[src/rtl/i2c_reg_ctrl.sv]
// i2c_reg_ctrl: I2C write-only register slave with a shared read port.
//   A byte-level I2C front end (START/STOP/byte pulses) addresses the device,
//   loads a register pointer and writes data bytes into a single-ported
//   register file. A PWM engine reads the same file through a request/grant
//   port. I2C writes win a collision, and the read is granted one cycle later.
// Ports:
//   clk_i, rst_i           clock, asynchronous active-high reset
//   addr_i[5:0]            device address pins (replace BASE_ADDR[5:0])
//   bus_start_i/stop_i     START (or repeated START) / STOP pulses
//   byte_valid_i, byte_i   received byte strobe and data
//   ack_o                  registered ACK(1)/NACK(0) for the last byte
//   rd_req_i, rd_addr_i    read request (held until granted) and address
//   rd_gnt_o, rd_data_o    one-cycle grant with read data
//   mode1_o                live copy of register 0x00 (MODE1)
// Build option: define I2C_REG_CTRL_AUTOINC_EN to enable pointer
//   auto-increment while MODE1[5]=1.
module i2c_reg_ctrl #(
  parameter logic [6:0]  BASE_ADDR = 7'h40,
  parameter int unsigned NUM_REGS  = 70
) (
  input  logic       clk_i,
  input  logic       rst_i,
  input  logic [5:0] addr_i,
  input  logic       bus_start_i,
  input  logic       bus_stop_i,
  input  logic       byte_valid_i,
  input  logic [7:0] byte_i,
  output logic       ack_o,
  input  logic       rd_req_i,
  input  logic [7:0] rd_addr_i,
  output logic       rd_gnt_o,
  output logic [7:0] rd_data_o,
  output logic [7:0] mode1_o
);

  localparam int unsigned      PTR_W     = (NUM_REGS > 1) ? $clog2(NUM_REGS) : 1;
  localparam logic [PTR_W-1:0] PTR_LAST  = PTR_W'(NUM_REGS - 1);
  localparam logic [7:0]       MODE1_RST = 8'h11;

  typedef enum logic [2:0] {
    S_IDLE,
    S_ADDR,
    S_PTR,
    S_DATA,
    S_IGNORE
  } state_t;

  state_t           state;
  logic [PTR_W-1:0] ptr;
  logic [7:0]       regs [NUM_REGS];

  logic byte_ok;
  logic wr_en;
  logic rd_acc;
  logic addr_match;
  logic ptr_ok;
  logic rd_ok;
  logic autoinc;

  // START/STOP take precedence over a coincident byte, which is dropped.
  assign byte_ok    = byte_valid_i & ~bus_start_i & ~bus_stop_i;
  assign wr_en      = byte_ok & (state == S_DATA);
  assign rd_acc     = rd_req_i & ~wr_en;
  assign addr_match = (byte_i[7:1] == {BASE_ADDR[6], addr_i});
  assign ptr_ok     = 32'(byte_i) < NUM_REGS;
  assign rd_ok      = 32'(rd_addr_i) < NUM_REGS;
  assign mode1_o    = regs[0];

`ifdef I2C_REG_CTRL_AUTOINC_EN
  assign autoinc = regs[0][5];
`else
  assign autoinc = 1'b0;
`endif

  always_ff @(posedge clk_i or posedge rst_i) begin
    if (rst_i) begin
      state <= S_IDLE;
      ptr   <= '0;
      ack_o <= 1'b0;
      for (int unsigned i = 0; i < NUM_REGS; i++) begin
        regs[i] <= (i == 0) ? MODE1_RST : '0;
      end
    end else if (bus_start_i) begin
      state <= S_ADDR;
      ack_o <= 1'b0;
    end else if (bus_stop_i) begin
      state <= S_IDLE;
      ack_o <= 1'b0;
    end else if (byte_valid_i) begin
      case (state)
        S_ADDR: begin
          if (addr_match && !byte_i[0]) begin
            ack_o <= 1'b1;
            state <= S_PTR;
          end else begin
            ack_o <= 1'b0;
            state <= S_IGNORE;
          end
        end
        S_PTR: begin
          if (ptr_ok) begin
            ptr   <= byte_i[PTR_W-1:0];
            ack_o <= 1'b1;
            state <= S_DATA;
          end else begin
            ack_o <= 1'b0;
            state <= S_IGNORE;
          end
        end
        S_DATA: begin
          regs[ptr] <= byte_i;
          ack_o     <= 1'b1;
          // Increment decision uses MODE1 as it stood before this write.
          if (autoinc) begin
            ptr <= (ptr == PTR_LAST) ? '0 : ptr + PTR_W'(1);
          end
        end
        default: begin
          ack_o <= 1'b0;
        end
      endcase
    end
  end

  // Read port: a read blocked by a write simply stays requested and is
  // accepted in the following (write-free) cycle.
  always_ff @(posedge clk_i or posedge rst_i) begin
    if (rst_i) begin
      rd_gnt_o  <= 1'b0;
      rd_data_o <= '0;
    end else begin
      rd_gnt_o <= rd_acc;
      if (rd_acc) begin
        rd_data_o <= rd_ok ? regs[rd_addr_i[PTR_W-1:0]] : '0;
      end
    end
  end

endmodule

[config.mk]
export PLATFORM = sky130hd
export DESIGN_NAME = i2c_reg_ctrl
export DESIGN_NICKNAME = d
export VERILOG_FILES = /design/src/rtl/i2c_reg_ctrl.sv
export SDC_FILE = /design/constraint.sdc
export NUM_CORES = 1
export LEC_CHECK = 0
export CORE_ASPECT_RATIO = 2
export CORE_MARGIN = 2
export CORE_UTILIZATION = 41
export CTS_BUF_LIST = sky130_fd_sc_hd__clkbuf_16
export DETAILED_ROUTE_END_ITERATION = 8
export GPL_ROUTABILITY_DRIVEN = 0
export GPL_TIMING_DRIVEN = 0
export PLACE_DENSITY_LB_ADDON = 0.2
export SLEW_MARGIN = 20
export SYNTH_ARGS = -nofsm -noshare
export SYNTH_HDL_FRONTEND = slang
export SYNTH_SLANG_ARGS = --single-unit
[constraint.sdc]
create_clock -name clk_i -period 54.5 [get_ports clk_i]
set_input_delay 5.45 -clock clk_i [delete_from_list [all_inputs] [get_ports clk_i]]
set_output_delay 5.45 -clock clk_i [all_outputs]
set_load 0.02 [all_outputs]
**Word level (Yosys, flattened, before mapping)**

Cells that the tools add are included.
Widths: inputs -> output; s select.

- Input port bits: 28
- Register bits: 580
- Output and inout port bits: 18
- Logic and storage cells: 120

- Muxes and demuxes: 19
- $lt $le $gt $ge: 5
- Eq/ne operators: 4
- Bitwise operators: 9
- Reductions and logical operators: 8

Operators with widths:

| kind | number |
|---|---|
| $bwmux 560 | 1 |
| $bmux 8 s7 | 1 |
| $demux 8 s7 | 1 |
| $mux 8 | 4 |
| $ge 8x8->1 const B | 2 |
| $lt 8x7->1 const B | 2 |
| $not 7->8 | 2 |
| $mux 3 | 5 |
| $lt 8x1->1 const B | 1 |
| $eq 7x7->1 | 1 |
| $eq 3x2->1 const B | 2 |
| $pmux 3 s2 | 1 |
| $mux 1 | 5 |
| $reduce_and 5->1 | 1 |
| $and 1x1->1 | 4 |
| $reduce_and 4->1 | 1 |
| $reduce_bool 4->1 | 1 |
| $eq 3x1->1 const B | 1 |
| $not 1->1 | 3 |
| $pmux 1 s3 | 1 |
| $reduce_bool 3->1 | 1 |
| $logic_and 1x1->1 | 2 |
| $reduce_and 2->1 | 1 |
| $logic_not 1->1 | 1 |

**Depth between registers and ports, before layout**

Gate-level depths: netlist (run 1).

- Depth after elaboration: 7
- Mapped depth: 9
- Mapped depth without buffers: 5

**Worst setup path after synthesis (run 1)**

OpenSTA, ideal clock, no wires.

- Path type: input to register
- Start: input rd_addr_i[0]
- End: register rd_data_o[1]
- Required time: 54.360 ns
- Arrival time: 7.006 ns
- Stages on the path: 8
- Setup slack: 47.354 ns
- Setup time: 0.140 ns
- Buffers on the path: 3
- Cells stage by stage: buf_4 -> buf_4 -> buf_2 -> mux4_2 -> nand2_1 -> o21ai_0 -> a22oi_1 -> o2111ai_1

- Longest elaborated chain between the ends: 5

Ends and longest elaborated chain:

| item | RTL line | source |
|---|---|---|
| from (decl) | 30 | `input logic [7:0] rd_addr_i,` |
| $not 7->8 (implied by the code) | 134 | `rd_data_o <= rd_ok ? regs[rd_addr_i[PTR_W-1:0]] : '0;` |
| $bmux 8 s7 | 134 |  |
| $mux 8 (implied by the code) (2 in a row) | 134 |  |
| $mux 8 * | 134 |  |
| to (signal assigned) | 134 |  |
| to (decl) | 32 | `output logic [7:0] rd_data_o,` |

Every way passes the cells marked *; elsewhere a longest branch is shown, timed or not. The select of a mux whose other input is x is not followed.
A chain may end at the register's enable or synchronous reset.

**Worst setup path after layout (run 1)**

- Start: input rd_addr_i[2]
- End: register rd_data_o[0]

The elaborated chain is that of the path after synthesis.

==> out/qor.txt, run 1 <==
TritonRoute pass-1 iters: 5
buffers added on ports: 36
IO Count: 46
Placed Cells: 2728
synthesized area per cell: 15.0 um2
Worst Max-Slew Pin Slew: 1.19 ns
list of most frequent post-synthesis cells: mux2_2, dfrtp_1, mux4_2
vias in the first global route: 17920
synth top area cells: dfrtp_1, mux2_2, mux4_2
FF-to-FF Start: state[0]
Worst Path Max Fanout: 10
Core Area: 65600 um2
worst setup path category: in2reg
post-DP HPWL: 63400 um
clk slew on worst S/H paths: 0.07 ns
Clk pwr share: 43.8%
Mapped Nets: 1838
top-area cell type share of the netlist area: 53.4%
Hold Vio Cnt, Final: 0
P_int: 0.646 mW
utilization after layout: 46.3%
FP Rows: 133
Netlist cell types: 64
Yosys Warn Count: 0
final setup TNS: 0 ns
nature of the critical path endpoint: register
die height: 368 um
dominant synthesized flop cell: dfrtp_1
RR Endpoint: regs[162]
Comb pwr share: 5.8%
die span in x: 186 um
period utilization: 16.4%
top-count cell post-synth: mux2_2
hold buffers post-CTS: 0
mapped cell area: 27100 um2
Hold Crit Endpoint: regs[334]
layout cells sized above 1: 47.7%
Final #Nets: 1933
r2r setup slk: 51.59 ns
Final min period: 8.93 ns
routed length per placed instance: 30.8 um
status: complete, no violations
vias per cell: 5.79
CP Launch Type: input pin
total power: 0.856 mW
Post-CTS Setup Repair Bufs: 0
Max Cap Violations: 0
Worst Min Path Start: regs[334]
sw frac: 24.5%
Worst Hold Class: reg2reg
register area share after synthesis: 53.5%
first-pass GRT wire length: 127000 um
largest net degree at the start of global routing: 114
Starting Density: 41.3%
Reg power frac: 50.4%
fmax: 0.112 GHz
WP data arrival: 9.38 ns
Vias: 16333
WL final: 86900 um
Finished Layout Cells: 2822
Max-slew headroom: 20.9%
GR Overflow Total: 0
Max VDD drop: 0.0000215 V
Async SR Flop Fraction: 100%
RSZ-0062 raised after global routing: false
Die ar.: 68300 um2
number of synthesized flops with an enable pin: 0
post_cts resized: 0
GRT Overall Usage: 26.0%
Antenna Nets Post-Route: 0
CTS max path bufs: 3
clk sink count: 580
Worst Path Required: 54.95 ns
R2R depth: 7
Synth area leader: dfrtp_1
Num CTS Buffers: 52
area grow syn2layout: 12.1%
Hold Crit Depth: 1
Clock Root Buffer: clkbuf_16
initial antenna violation count: 1
Clock Latency Late Sink: 0.61 ns
Post-Syn Instances: 1810
pwr/cell area: 28.2 nW/um2
Worst Clk Skew: 0.0243 ns
initial DRC count: 1034
CTS H-tree lvls: 2
Final setup viols: 0
Leakage: 14.3 nW
final max-slew violation count: 0
Switching Power: 0.209 mW
synthesized flop and latch total: 580
TritonCTS clock tree: yes
Critical Path Start: rd_addr_i[2]
DR DRC count: 0
## final cells by class
type	instances	area [um2]
well taps	877	1100
plain buffers	142	674
clock buffers	53	1330
fillers	5832	35200
repair buffers	41	498
inverters	9	41.3
multi-input cells	1079	11900
diodes	1	2.50
flip-flops and latches	580	14500
clock inverters	40	328
## cell usage in the layout, fill, tap and decap left out, drive strengths merged, types with 6 or more instances in the layout
| master | count |
|---|---|
| xor2 | 7 |
| o21ai | 15 |
| mux2 | 604 |
| o22ai | 22 |
| inv | 17 |
| clkbuf | 130 |
| buf | 70 |
| nand3 | 12 |
| nand2b | 18 |
| dfrtp | 578 |
| clkdlybuf4s50 | 36 |
| o2111ai | 6 |
| a22oi | 6 |
| nand2 | 58 |
| bufinv | 6 |
| clkinv | 25 |
| mux4 | 123 |
| a21oi | 12 |
| nor2b | 7 |
| nor2 | 72 |
| mux2i | 34 |
| nor3 | 21 |
## how the worst max path moves through the flow
stage | endpoint | depth (start not counted)
6_report | rd_data_o[0] | 8
5_1_grt | rd_data_o[0] | 8
4_1_cts | rd_data_o[0] | 8
3_5_place_dp | rd_data_o[0] | 8
3_3_place_gp | regs[203] | 2
2_1_floorplan | ack_o | 1
## critical path, cell delays in order
cell and delay, ns:
clkdlybuf4s50_1 0.58, buf_2 0.43, clkbuf_1 0.84, nand2_1 0.51, o22ai_1 0.37, nor3_1 0.14
nor4_1 0.80, o211ai_1 0.22
## kinds of logic (layout without fill, tap and decap cells)
kind of cell    Yosys count  after routing  share of synthesized area (%)
compound gates           93             93                           2.40
mux                     761            761                           36.6
buf+inv                 151            285                           2.57
xor+xnor                  7              7                          0.226
flops                   580            580                           53.5
other cells               0              1                              0
simple gates            218            218                           4.69
## sequential cells by signal, indices dropped and copies added (netlist names)
name and cells:
rd_data_o 8, regs 552, ack_o 1, rd_gnt_o 1
mode1_o 8, state 3, ptr 7
## metrics by stage
| step | setup slack, ns | cell area (um2) | hold WS, ns |
|---|---|---|---|
| floorplan | 32.83 | 27100 | 0.452 |
| global route | 45.60 | 30400 | 0.510 |
| finish | 45.57 | 30400 | 0.501 |
| detailed placement | 44.96 | 28700 | 0.487 |
| CTS | 45.57 | 30400 | 0.502 |
| global placement | 27.06 | 28600 | 0.469 |
## layer usage
layer	part of all wire [%]	vias to the layer above	global-route usage, %	wire [um]
met5	0	-	0	0
met4	8.5	0	19.0	7430
met3	4.0	226	3.29	3460
met2	53	504	46.3	45800
met1	35	8754	27.9	30200
li1	-	6849	-	-
## power groups by stage
stage	combinational (mW)	sequential, mW	clock (mW)
2_1_floorplan	0.0262	0.440	0
3_3_place_gp	0.0478	0.440	0
3_5_place_dp	0.0502	0.439	0
4_1_cts	0.0502	0.431	0.380
5_1_grt	0.0526	0.431	0.396
6_report	0.0496	0.431	0.375
Note: power is estimated with default switching activity, not from simulation.
==> run 2, diff against run 1 <==
Clock period 54.5 ns to 9 ns, I/O delays scaled along.
==> run 2 against run 1 <==
Effect of this change:
- global-route usage grew 0.073 points
- core utilization is 0.17 points higher
- critical path depth is 1 higher
- critical endpoint unchanged
- largest cell class unchanged
==> out/qor.txt, run 2 (synthesis results as in run 1) <==
Max VDD drop: 0.000132 V (was 0.0000215 V)
hold buffers post-CTS: 0 (unchanged)
Clock Latency Late Sink: 0.62 ns (was 0.61 ns)
routed length per placed instance: 30.8 um (about the same)
Num CTS Buffers: 52 (unchanged)
Biggest register: regs (unchanged)
Vias: 16527 (was 16333)
Die ar.: 68300 um2 (unchanged)
Final min period: 4.29 ns
first-pass GRT wire length: 126000 um (was 127000 um)
fillcell total: 5866 (was 5832)
utilization after layout: 46.5% (was 46.3%)
fmax: 0.233 GHz
vias in the first global route: 18027 (was 17920)
initial DRC count: 1009 (was 1034)
die height: 368 um (unchanged)
Clock Root Buffer: clkbuf_16 (unchanged)
Worst Hold Class: reg2reg (unchanged)
Antenna diodes: 0 (was 1)
vias per cell: 5.84 (was 5.79)
CP Launch Type: input pin (unchanged)
most common cell after layout, fill and taps aside: mux2_2 (unchanged)
Setup WS pre-CTS: 4.14 ns (was 44.96 ns)
TritonRoute pass-1 iters: 5 (unchanged)
max layer used: met4 (unchanged)
post-DP HPWL: 64200 um (was 63400 um)
dpl cell area: 29000 um2 (was 28700 um2)
Max-slew headroom: 19.6% (was 20.9%)
Multi-input gate area: 11900 um2 (unchanged)
met3 wire length: 3920 um (was 3460 um)
Antenna Nets Post-Route: 0 (unchanged)
CTS H-tree lvls: 2 (unchanged)
post_cts resized: 0 (unchanged)
area grow syn2layout: 12.5% (was 12.1%)
clk slew on worst S/H paths: 0.08 ns (was 0.07 ns)
Hold Slack: 0.501 ns (about the same)
IO Count: 46 (unchanged)
FF/Latch Area: 14500 um2 (unchanged)
Finished Cell Area: 30500 um2 (was 30400 um2)
worst setup path category: in2reg (unchanged)
RSZ-0062 raised after global routing: false (unchanged)
layout cells sized above 1: 47.7% (about the same)
CTS max path bufs: 3 (unchanged)
Leakage: 14.4 nW (was 14.3 nW)
FP Rows: 133 (unchanged)
final max-slew violation count: 0 (unchanged)
TritonCTS clock tree: yes (unchanged)
most frequent cells in the layout: mux2_2, dfrtp_1, mux4_2 (unchanged)
WP data arrival: 4.75 ns (was 9.38 ns)
Worst Path Required: 9.47 ns (was 54.95 ns)
GRT Overall Usage: 26.1% (was 26.0%)
setup ws final: 4.71 ns (was 45.57 ns)
metal2 WL: 45200 um (was 45800 um)
largest net degree at the start of global routing: 38 (was 114)
Core Area: 65600 um2 (unchanged)
nature of the critical path endpoint: register (unchanged)
Worst Max-Slew Pin Slew: 1.21 ns (was 1.19 ns)
Final setup viols: 0 (unchanged)
pwr/cell area: 165 nW/um2 (was 28.2 nW/um2)
Starting Density: 41.3% (unchanged)
Worst Path Max Fanout: 10 (unchanged)
period utilization: 47.6%
Max Cap Violations: 0 (unchanged)
clk sink count: 580 (unchanged)
Largest register FFs: 552 (unchanged)
die span in x: 186 um (unchanged)
status: complete, no violations (unchanged)
DR DRC count: 0 (unchanged)
wire length on met1: 29900 um (was 30200 um)
Hold Vio Cnt, Final: 0 (unchanged)
WL final: 87100 um (was 86900 um)
Post-CTS Setup Repair Bufs: 0 (unchanged)
Worst Clk Skew: 0.0308 ns (was 0.0243 ns)
Final #Nets: 1947 (was 1933)
initial antenna violation count: 0 (was 1)
GR Overflow Total: 0 (unchanged)
buffers added on ports: 36 (unchanged)
## run 2: worst paths after layout
path,start,slack (ns),endpoint,cells after the start
max in group asynchronous,rst_i,6.45,regs[234],9
min in group asynchronous,rst_i,0.64,mode1_o[2],2
worst max register to register,state[0],6.08,regs[154],7
worst min register to register,regs[56],0.50,regs[56],1
worst min-delay path,regs[56],0.50,regs[56],1
worst max-delay path,rd_addr_i[0],4.71,rd_data_o[0],9
## run 2: worst max-delay path, stage by stage
cell and delay (ns):
clkdlybuf4s50_1 0.60, buf_4 0.34, buf_4 0.38, buf_2 0.55
nand2_1 0.43, o22ai_1 0.42, nor3_1 0.12, nor4_1 0.80
o211ai_1 0.19
## run 2: power by group
group          switching, mW  total [mW]  internal, mW
Clock                  0.999        2.11          1.11
Sequential           0.00253        2.61          2.61
Combinational          0.233       0.316        0.0827
Total                   1.23        5.04          3.80
## run 2: metal layers
| layer | global-route usage, % | vias to the layer above |
|---|---|---|
| li1 | - | 6904 |
| met1 | 27.7 | 8841 |
| met2 | 45.6 | 517 |
| met3 | 3.88 | 265 |
| met4 | 20.5 | 0 |
| met5 | 0 | - |
## run 2: stage by stage
stage	power (mW)	setup TNS (ns)	cells
after floorplan	2.82	0	1810
after global placement	2.95	-1700.72	2723
after detailed placement	2.98	0	2742
after CTS	5.08	0	2830
after global routing	5.19	0	2830
final	5.04	0	2830
## run 2: area by class of cell
cell class	instances	share of cell area [%]
clock buffers	53	4.35
plain buffers	142	2.21
flip-flops and latches	580	47.6
repair buffers	55	2.48
clock inverters	35	0.619
inverters	9	0.123
multi-input cells	1079	39.0
well taps	877	3.60
==> run 3, diff against run 2 <==
Clock period 9 ns to 4.4 ns, I/O delays scaled along.
==> results of run 3 <==
The final DEF is identical to that of run 2. Status: complete, no violations.
Among the figures that moved: setup slack after placement 4.14 ns -> -0.00186 ns; setup slack after layout 4.71 ns -> 0.573 ns; hold slack 0.501 ns -> 0.179 ns; register-to-register setup slack 6.08 ns -> 1.48 ns; total power 5.04 mW -> 10.3 mW; worst IR drop on VDD 0.000132 V -> 0.000270 V
